### src/rtl/router_pkg.sv
// Shared types and helpers for the length-framed packet router and its channel FIFOs.
package router_pkg;
    typedef enum logic [2:0] {IDLE, DATA, PARITY, CHECK, DROP} state_t;

    // Destination field width; a single bit even when only two channels exist.
    function automatic int addr_width(input int n_ch);
        return (n_ch <= 2) ? 1 : $clog2(n_ch);
    endfunction

    // FIFO pointer width: index bits plus one wrap bit.
    function automatic int ptr_width(input int depth);
        return $clog2(depth) + 1;
    endfunction

    function automatic logic [31:0] parity_xor(input logic [31:0] acc, input logic [31:0] b);
        return acc ^ b;
    endfunction
endpackage

### src/rtl/router_chan_fifo.sv
// One output channel: storage, wrap-bit pointers, registered read port, idle-read flush timer.
// Write visible as o_vld after the write edge; read data valid the cycle after a pop.
module router_chan_fifo
    import router_pkg::*;
#(
    parameter int DATA_W  = 8,
    parameter int DEPTH   = 16,
    parameter int TIMEOUT = 30
) (
    input  logic              i_clock,
    input  logic              i_reset,
    input  logic              i_wr_en,
    input  logic [DATA_W-1:0] i_wr_dat,
    input  logic              i_rd_en,
    output logic              o_full,
    output logic              o_vld,
    output logic [DATA_W-1:0] o_rd_dat
);
    localparam int PTR_W = ptr_width(DEPTH);
    localparam int IDX_W = PTR_W - 1;
    localparam int TO_W  = $clog2(TIMEOUT + 1);

    logic [DATA_W-1:0] r_mem [DEPTH];
    logic [PTR_W-1:0]  r_wr_ptr;
    logic [PTR_W-1:0]  r_rd_ptr;
    logic [TO_W-1:0]   r_to_cnt;
    logic [DATA_W-1:0] r_rd_dat;
    logic              w_empty;
    logic              w_rd;
    logic              w_flush;

    assign w_empty  = (r_wr_ptr == r_rd_ptr);
    assign o_full   = (r_wr_ptr[IDX_W-1:0] == r_rd_ptr[IDX_W-1:0]) &&
                      (r_wr_ptr[IDX_W] != r_rd_ptr[IDX_W]);
    assign o_vld    = !w_empty;
    assign o_rd_dat = r_rd_dat;
    assign w_rd     = i_rd_en && !w_empty;
    assign w_flush  = o_vld && !i_rd_en && (r_to_cnt == TO_W'(TIMEOUT - 1));

    always_ff @(posedge i_clock) begin
        if (i_wr_en) begin
            r_mem[r_wr_ptr[IDX_W-1:0]] <= i_wr_dat;
        end
    end

    // A flush drops everything, including a byte written on the same edge.
    always_ff @(posedge i_clock or posedge i_reset) begin
        if (i_reset) begin
            r_wr_ptr <= '0;
            r_rd_ptr <= '0;
            r_to_cnt <= '0;
            r_rd_dat <= '0;
        end else begin
            if (w_rd) begin
                r_rd_dat <= r_mem[r_rd_ptr[IDX_W-1:0]];
            end
            if (w_flush) begin
                r_wr_ptr <= '0;
                r_rd_ptr <= '0;
                r_to_cnt <= '0;
            end else begin
                if (i_wr_en) begin
                    r_wr_ptr <= r_wr_ptr + 1'b1;
                end
                if (w_rd) begin
                    r_rd_ptr <= r_rd_ptr + 1'b1;
                end
                if (w_empty || i_rd_en) begin
                    r_to_cnt <= '0;
                end else begin
                    r_to_cnt <= r_to_cnt + 1'b1;
                end
            end
        end
    end
endmodule

### src/rtl/pkt_router_n.sv
// Steers length-prefixed packets into N_CH channel FIFOs; one byte/cycle plus a CHECK bubble.
// o_busy stalls the source on a full destination FIFO and during CHECK.
module pkt_router_n
    import router_pkg::*;
#(
    parameter int DATA_W  = 8,
    parameter int N_CH    = 3,
    parameter int DEPTH   = 16,
    parameter int TIMEOUT = 30
) (
    input  logic                   i_clock,
    input  logic                   i_reset,
    input  logic                   i_pkt_valid,
    input  logic [DATA_W-1:0]      i_data_in,
    output logic                   o_busy,
    output logic                   o_err,
    input  logic [N_CH-1:0]        i_read_enb,
    output logic [N_CH-1:0]        o_vld_out,
    output logic [N_CH*DATA_W-1:0] o_data_out,
    output logic                   o_drop
);
    localparam int ADDR_W = addr_width(N_CH);
    localparam int LEN_W  = DATA_W - ADDR_W;
    localparam int NPAD   = 2 ** ADDR_W;

    state_t            r_state;
    logic [ADDR_W-1:0] r_dest;
    logic [LEN_W-1:0]  r_len_cnt;
    logic [DATA_W-1:0] r_parity;
    logic              r_err;
    logic              r_drop;

    logic [ADDR_W-1:0] w_hdr_addr;
    logic [LEN_W-1:0]  w_hdr_len;
    logic              w_addr_ok;
    logic              w_hdr_ok;
    logic              w_acc;
    logic [N_CH-1:0]   w_full;
    logic [NPAD-1:0]   w_full_pad;
    logic [N_CH-1:0]   w_wr_en;

    assign w_hdr_addr = i_data_in[ADDR_W-1:0];
    assign w_hdr_len  = i_data_in[DATA_W-1:ADDR_W];
    assign w_addr_ok  = (int'(w_hdr_addr) < N_CH);
    assign w_hdr_ok   = w_addr_ok && (w_hdr_len != '0);
    assign w_full_pad = NPAD'(w_full);
    assign w_acc      = i_pkt_valid && !o_busy;
    assign o_err      = r_err;
    assign o_drop     = r_drop;

    always_comb begin
        o_busy = 1'b0;
        case (r_state)
            IDLE:         o_busy = i_pkt_valid && w_addr_ok && w_full_pad[w_hdr_addr];
            DATA, PARITY: o_busy = w_full_pad[r_dest];
            CHECK:        o_busy = 1'b1;
            default:      o_busy = 1'b0;
        endcase
    end

    genvar c;
    generate
        for (c = 0; c < N_CH; c++) begin : g_ch
            assign w_wr_en[c] = w_acc &&
                ((r_state == IDLE && w_hdr_ok && w_hdr_addr == ADDR_W'(c)) ||
                 ((r_state == DATA || r_state == PARITY) && r_dest == ADDR_W'(c)));

            router_chan_fifo #(
                .DATA_W  (DATA_W),
                .DEPTH   (DEPTH),
                .TIMEOUT (TIMEOUT)
            ) u_fifo (
                .i_clock  (i_clock),
                .i_reset  (i_reset),
                .i_wr_en  (w_wr_en[c]),
                .i_wr_dat (i_data_in),
                .i_rd_en  (i_read_enb[c]),
                .o_full   (w_full[c]),
                .o_vld    (o_vld_out[c]),
                .o_rd_dat (o_data_out[c*DATA_W +: DATA_W])
            );
        end
    endgenerate

    always_ff @(posedge i_clock or posedge i_reset) begin
        if (i_reset) begin
            r_state   <= IDLE;
            r_dest    <= '0;
            r_len_cnt <= '0;
            r_parity  <= '0;
            r_err     <= 1'b0;
            r_drop    <= 1'b0;
        end else begin
            r_err  <= 1'b0;
            r_drop <= 1'b0;
            case (r_state)
                IDLE: if (w_acc) begin
                    r_len_cnt <= w_hdr_len;
                    if (!w_hdr_ok) begin
                        r_drop  <= 1'b1;
                        r_state <= DROP;
                    end else begin
                        r_dest   <= w_hdr_addr;
                        r_parity <= i_data_in;
                        r_state  <= DATA;
                    end
                end
                DATA: if (w_acc) begin
                    r_parity  <= DATA_W'(parity_xor(32'(r_parity), 32'(i_data_in)));
                    r_len_cnt <= r_len_cnt - 1'b1;
                    if (r_len_cnt == LEN_W'(1)) begin
                        r_state <= PARITY;
                    end
                end
                // err is registered here so it is high exactly during CHECK.
                PARITY: if (w_acc) begin
                    r_err   <= (i_data_in != r_parity);
                    r_state <= CHECK;
                end
                CHECK: r_state <= IDLE;
                DROP: if (w_acc) begin
                    if (r_len_cnt == '0) begin
                        r_state <= IDLE;
                    end else begin
                        r_len_cnt <= r_len_cnt - 1'b1;
                    end
                end
                default: r_state <= IDLE;
            endcase
        end
    end
endmodule

### config.mk
export PLATFORM = sky130hd
export DESIGN_NAME = pkt_router_n
export DESIGN_NICKNAME = d
export VERILOG_FILES = /design/src/rtl/router_pkg.sv /design/src/rtl/router_chan_fifo.sv /design/src/rtl/pkt_router_n.sv
export SDC_FILE = /design/constraint.sdc
export NUM_CORES = 1
export LEC_CHECK = 0
export ABC_AREA = 1
export BUFFER_PORTS_ARGS = -buffer_cell sky130_fd_sc_hd__buf_2
export CAP_MARGIN = 5
export CORE_MARGIN = 2
export CORE_UTILIZATION = 55
export CTS_BUF_LIST = sky130_fd_sc_hd__clkbuf_8
export CTS_CLUSTER_DIAMETER = 80
export CTS_CLUSTER_SIZE = 24
export DETAILED_ROUTE_END_ITERATION = 10
export PLACE_DENSITY = 0.76
export SKIP_LAST_GASP = 1
export SLEW_MARGIN = 15
export SYNTH_ARGS = -nofsm -noshare
export SYNTH_HDL_FRONTEND = slang
export SYNTH_SLANG_ARGS = --single-unit
### constraint.sdc
create_clock -name i_clock -period 3.2 [get_ports i_clock]
set_input_delay 0.16 -clock i_clock [delete_from_list [all_inputs] [get_ports i_clock]]
set_output_delay 0.16 -clock i_clock [all_outputs]
set_load 0.01 [all_outputs]
## Word level (Yosys, flattened, before mapping)

Memory sizes are Yosys's and may differ from the RTL's. A register that Yosys moved wholly into a read port is not among the register bits.
Cells that the tools add are included.

| storage, ports and cells | value |
|---|---|
| flip-flop bits (word level) | 66 |
| RAM bits | 384 |
| word-level logic and storage cells | 171 |
| memories | 3 |

| cells by class | value |
|---|---|
| add/subtract/negate cells | 10 |
| magnitude comparators | 3 |
| equality and inequality tests | 30 |
| multiplexer cells | 51 |
| bitwise operators | 1 |
| reduce and logical (&&, ||, !) cells | 58 |

Memory list:

| name | words | bits a word | rd ports | clocked after memory_dff | wr ports | RTL line | text |
|---|---|---|---|---|---|---|---|
| g_ch[0].u_fifo.r_mem | 16 | 8 | 1 | 1 | 1 | router_chan_fifo.sv:23 | `logic [DATA_W-1:0] r_mem [DEPTH];` |
| g_ch[1].u_fifo.r_mem | 16 | 8 | 1 | 1 | 1 | router_chan_fifo.sv:23 |  |
| g_ch[2].u_fifo.r_mem | 16 | 8 | 1 | 1 | 1 | router_chan_fifo.sv:23 |  |

Operator list:

| kind | count |
|---|---|
| 5-bit 2-to-1 mux | 18 |
| 5-bit by 1-bit adder with 5-bit output (second input constant) | 9 |
| 1-bit logical AND | 26 |
| 6-bit 2-to-1 mux | 4 |
| 8-bit 2-to-1 mux | 3 |
| 3-bit 2-to-1 mux | 7 |
| 6-bit one-hot mux with 3 select lines | 1 |
| 8-bit one-hot mux with 2 select lines | 1 |
| 5-bit equality test | 3 |
| 5-bit equality test (second input constant) | 3 |
| 2-bit inequality test (second input constant) | 7 |
| 2-bit nonzero test | 7 |
| 1-bit 2-to-1 mux | 13 |
| 4-bit equality test | 3 |
| 3-bit one-hot mux with 4 select lines | 1 |
| 8-bit inequality test | 1 |
| 8-bit bitwise XOR | 1 |
| 1-bit logical NOT | 7 |
| 1-bit logical OR | 7 |
| 3-bit by 2-bit equality test with 1-bit output (second input constant) | 2 |
| 6-bit by 1-bit equality test with 1-bit output (second input constant) | 1 |
| 6-bit logical NOT | 1 |
| 2-bit by 3-bit < comparator with 1-bit output (second input constant) | 2 |
| 6-bit AND reduction | 1 |
| 18 further kinds | 24 |

## Depth between registers and ports, before layout

| depth | value |
|---|---|
| depth after elaboration | 11 |
| gate-level depth with buffers | 16 |
| mapped depth without buffers | 15 |

## Modules after synthesis

Synthesis repeated with hierarchy kept, for this count alone.

| unflattened totals | value |
|---|---|
| cells, all modules | 2301 |
| area, all modules | 21725.8 µm² |

By module, submodules not included:

| module | instances | cells each | area an instance (µm²) | sequential area each (µm²) |
|---|---|---|---|---|
| router_chan_fifo at g_ch[0].u_fifo | 1 | 696 | 6746.5 | 4419.2 |
| router_chan_fifo at g_ch[1].u_fifo | 1 | 696 | 6739.0 | 4419.2 |
| router_chan_fifo at g_ch[2].u_fifo | 1 | 694 | 6735.2 | 4419.2 |
| pkt_router_n | 1 | 215 | 1505.2 | 525.5 |

## Worst setup path before layout

OpenSTA, ideal clock, no wires.

| path | value |
|---|---|
| path type | register to register |
| start point | register g_ch[0].u_fifo.r_rd_ptr[1] |
| end point | memory g_ch[0].u_fifo.r_mem[10][0], enable pin |
| library setup time | 0.383 ns |
| arrival | 2.098 ns |
| data required time | 2.817 ns |
| path slack | 0.718 ns |
| cell stages (with the launch flop) | 16 |
| path buffers | 2 |
| period minus slack after synthesis | 2.482 ns |
| cells stage by stage | dfrtp_1 > buf_4 > inv_2 > nand2_1 > nand2_1 > nor2_1 > nand3_1 > nand2_1 > nand2_1 > nor2_2 > nor2_2 > nand2_2 > nand2_4 > nand3_4 > buf_2 > nor3_1 |

| on the way | value |
|---|---|
| longest elaborated chain between the ends | 11 |
| elaborated cells between the ends (all ways) | 13 |
| those cells by class | 1 x eq/ne; 7 x mux; 5 x reduce/logical |

Ends and longest elaborated chain:

| what | RTL line | text |
|---|---|---|
| start, declared | router_chan_fifo.sv:25 | `logic [PTR_W-1:0] r_rd_ptr;` |
| start signal, assigned | router_chan_fifo.sv:66 | `r_rd_ptr <= r_rd_ptr + 1'b1;` |
| 4-bit equality test (*) | router_chan_fifo.sv:33 | `assign o_full = (r_wr_ptr[IDX_W-1:0] == r_rd_ptr[IDX_W-1:0]) &&` |
| 1-bit logical AND (*) | router_chan_fifo.sv:33 |  |
| 1-bit binary-select mux with 2-bit select | pkt_router_n.sv:54 | `IDLE: o_busy = i_pkt_valid && w_addr_ok && w_full_pad[w_hdr_addr];` |
| 1-bit 2-to-1 mux (not written as such) | pkt_router_n.sv:54 |  |
| 1-bit logical AND | pkt_router_n.sv:54 |  |
| 1-bit one-hot mux with 3 select lines (*) | pkt_router_n.sv:53 | `case (r_state)` |
| 1-bit logical NOT (*) | pkt_router_n.sv:47 | `assign w_acc = i_pkt_valid && !o_busy;` |
| 1-bit logical AND (*) | pkt_router_n.sv:47 |  |
| 1-bit logical AND (*) | pkt_router_n.sv:64 | `assign w_wr_en[c] = w_acc &&` |
| 1-bit 2-to-1 mux (*) | router_chan_fifo.sv:41 | `if (i_wr_en) begin` |
| 1-bit 2-to-1 mux (not written as such) (*) | router_chan_fifo.sv:42 | `r_mem[r_wr_ptr[IDX_W-1:0]] <= i_wr_dat;` |
| end, declared | router_chan_fifo.sv:23 |  |

Mark *: on every way between the ends. The rest lies on a longest branch, timed or not. The select of a mux whose other input is x is not followed.

## Worst setup path after layout

| path | value |
|---|---|
| start point | register g_ch[0].u_fifo.r_rd_ptr[3] |
| end point | memory g_ch[2].u_fifo.r_mem[6][2], enable pin |

| on the way | value |
|---|---|
| longest elaborated chain between the ends | 11 |
| elaborated cells between the ends (all ways) | 13 |
| those cells by class | 1 x eq/ne; 7 x mux; 5 x reduce/logical |

Ends and longest elaborated chain:

| what | RTL line |
|---|---|
| 4-bit equality test (*) | router_chan_fifo.sv:33 |
| 1-bit logical AND (*) | router_chan_fifo.sv:33 |
| 1-bit binary-select mux with 2-bit select | pkt_router_n.sv:54 |
| 1-bit 2-to-1 mux (not written as such) | pkt_router_n.sv:54 |
| 1-bit logical AND | pkt_router_n.sv:54 |
| 1-bit one-hot mux with 3 select lines (*) | pkt_router_n.sv:53 |
| 1-bit logical NOT (*) | pkt_router_n.sv:47 |
| 1-bit logical AND (*) | pkt_router_n.sv:47 |
| 1-bit logical AND (*) | pkt_router_n.sv:64 |
| 1-bit 2-to-1 mux (*) | router_chan_fifo.sv:41 |
| 1-bit 2-to-1 mux (not written as such) (*) | router_chan_fifo.sv:42 |
| end, declared | router_chan_fifo.sv:23 |

Marks and branches as above.

==> out/metrics.yaml <==
run_status:
  outcome: "complete, no violations"
critical_path:
  r2r_slack_ps: 290
  critPathCapture: "g_ch[2].u_fifo.r_mem[6][2]$_DFFE_PP_"
  critPathBufInv: 1
  reg2reg_from: "g_ch[0].u_fifo.r_rd_ptr[3]$_DFFE_PP0P_"
  critical_path_depth: 13
  required_ps: 3470
  crit_fanout: 22
  cp_common_cell: "nand2_1"
  startpoint_type: "flip-flop"
  critPathCaptureType: "flip-flop"
  worst_path_max_delay_cell: "nor3_2"
  ff2ff_path_depth: 13
  reg2reg_to: "g_ch[2].u_fifo.r_mem[6][2]$_DFFE_PP_"
  crit_type: "flip-flop to flip-flop"
  cp_data_arrival_time_ps: 3170
  cpPeakStageDelay_ps: 610
  crit_chain: "inv_1 -> nand2_1 -> nand2_1 -> nor2_2 -> nand3_1 -> nand2_1 -> nand2_1 -> nor2_2 -> nor2_2 -> nand2_2 -> nand2_4 -> nand3_4 -> nor3_2"
  cpLargestDelayFamily: "simple AND/OR/NAND/NOR gates"
  setup.worst_path.start: "g_ch[0].u_fifo.r_rd_ptr[3]$_DFFE_PP0P_"
logic_synthesis:
  synth_cell_types: 49
  synth_area_leaders: "edfxtp_1, dfrtp_1, o21ai_0"
  syn_inst: 1734
  yosysWarningCount: 0
  yosysTopAreaCell: "edfxtp_1"
  synth_top_area_share_pct: 57.1
  yosysSeqAreaShare_pct: 68.3
  netlist_area_um2: 20200
  syn-num-nets: 1772
  syn_avg_cell_area_um2: 11.6
  synth_enable_flop_cells: 384
  synth_ff_type: "edfxtp_1"
  ys_top_cells_by_count: "edfxtp_1, nor2_1, o21ai_0"
  ys_ff_latch: 474
  yosysMostFrequentCell: "edfxtp_1"
  synthArstFlopShare_pct: 19.0
grt:
  grt.overflow.total: 0
  track_usage_pct: 25.4
  antenna_found_initial: 0
  grt_pass1_wl_mm: 75.3
  grt_start_max_net_pins: 67
  grt_pass1_vias: 13400
final_layout:
  multi_input_area_um2: 5610
  seq_area_um2: 13800
  synthToLayoutAreaGrowth_pct: 7.22
  nNetsFinal: 1823
  drive_gt1_share_pct: 11.5
  nFillCells: 2863
  antennaDiodeCount: 0
cts:
  clock_sinks: 474
  numCtsBuffers: 25
  cts_root_buf: "clkbuf_8"
  clockBufferDepth: 3
  cts_resized: 0
  clk_pin_slew_ps: 140
  cts-htree-levels: 1
  cts_tree: "built"
  clkLatencyLatePin_ps: 620
timing:
  max_slew_margin_pct: 46.8
  max_freq_ghz: 0.344
  rsz0062_at_grt: "false"
  setup_tns_ps: 0
  fin_crit_sh_pct: 90.8
  clock_skew_ps: 42.9
  setup_viol: 0
  tightest_slew_ps: 798
  period_minus_slack_ps: 2910
  hold_viol: 0
  slew_violations: 0
  finalHoldWorstSlack_ps: 62.8
route:
  vias_per_cell: 6.13
  drt_iter0_markers: 1714
  wl_per_cell_um: 21.4
  first_pass_iters: 6
  dr_total_vias: 13900
  drc: 0
  antenna_left: 0
  wl_mm: 48.7
placement:
  dp_hpwl_mm: 31.3
  port_buffers: 43
  gp_congestion: 0.911
power:
  leakagePower_nw: 7.91
  power_density_nw_per_um2: 760
  ir_drop_mv: 0.535
die:
  die_x_um: 196
  start_util_pct: 55.6
  die-area_um2: 38300
  fp-row-count: 70
  coreArea_um2: 36300
  die_y_um: 196
  io_pins: 44
run:
  max_cap_viol_count: 0
min_path:
  worst_hold_path_type: "input pin to flip-flop"
==> what timing repair did <==
item	in CTS	in global routing
buffers inserted	0	0
hold buffers	6	0
hold endpoints to repair	68	0
==> registers in the layout, summed over array words and instances (netlist names) <==
| name | cells |
|---|---|
| g_ch.u_fifo.o_rd_dat | 24 |
| r_state | 3 |
| r_dest | 2 |
| o_err | 1 |
| g_ch.u_fifo.r_mem | 384 |
| o_drop | 1 |
| r_len_cnt | 6 |
| r_parity | 8 |
| g_ch.u_fifo.r_rd_ptr | 15 |
| g_ch.u_fifo.r_wr_ptr | 15 |
| g_ch.u_fifo.r_to_cnt | 15 |
==> how the worst min path moves through the flow <==
stage,depth (start not counted),slack (ps),startpoint,endpoint
2_1_floorplan,0,260,i_data_in[0],g_ch[0].u_fifo.r_mem[0][0]$_DFFE_PP_
3_3_place_gp,2,310,i_reset,o_drop$_DFF_PP0_
3_5_place_dp,2,320,i_reset,o_drop$_DFF_PP0_
4_1_cts,3,30,i_pkt_valid,o_err$_DFF_PP0_
5_1_grt,2,40,i_data_in[6],g_ch[1].u_fifo.r_mem[11][6]$_DFFE_PP_
6_report,2,60,i_data_in[6],g_ch[1].u_fifo.r_mem[11][6]$_DFFE_PP_
==> where the power goes <==
group          internal (W)  leakage (nW)  total (W)  switching (W)
logic               0.00188          3.06    0.00597        0.00409
clock network      0.000809         0.297    0.00267        0.00186
registers           0.00724          4.55    0.00783       0.000582
total               0.00993          7.91     0.0165        0.00653
==> cell usage in the layout, fill, tap and decap left out, types with 19 or more instances in the layout <==
cell and instances:
a21oi_1 29, a221oi_1 19, buf_2 43, buf_4 71, clkbuf_8 26, dfrtp_1 87, edfxtp_1 384, ha_1 24
inv_1 91, nand2_1 192, nand3_1 75, nor2_1 266, nor3_1 45, o21ai_0 210, o221ai_1 39, o22ai_1 58
==> cell families (layout without fill, tap and decap cells) <==
| kind of cell | count (synthesis) | in the layout | share of synthesized area (%) |
|---|---|---|---|
| xor gates and xnor gates | 27 | 27 | 1.17 |
| adders and majority gates | 24 | 24 | 1.49 |
| muxes | 1 | 1 | 0.0558 |
| and+or+nand+nor | 632 | 632 | 13.7 |
| buffers and inverters | 192 | 262 | 3.98 |
| AOI/OAI and AO/OA | 384 | 384 | 11.4 |
| DFF | 474 | 474 | 68.3 |
==> metal layers <==
metal | vias up | track usage [%] | share of wire (%)
li1 | 6310 | - | -
met1 | 6773 | 36.2 | 41
met2 | 728 | 41.5 | 48
met3 | 113 | 2.49 | 8.1
met4 | 0 | 8.76 | 3.6
met5 | - | 0 | 0
==> through the flow <==
step                instances  setup slack, ps  cell area (um2)  utilization (%)  total power, W
floorplan                1734              705            20200                -          0.0120
global placement         2220              469            21100             58.1          0.0136
detailed placement       2220              325            21100             58.1          0.0138
CTS                      2272              320            21700             59.6          0.0164
global route             2272              122            21700             59.6          0.0174
finish                   2272              294            21700             59.6          0.0165
==> area by class of cell <==
class	count	share of cell area, %
multi-input cells	1068	25.9
clock inverters	20	0.589
flip-flops and latches	474	63.7
repair buffers	121	3.83
inverters	95	1.66
clock buffers	26	1.65
well taps	468	2.70
No activity file was read; power rests on OpenSTA's default activity.
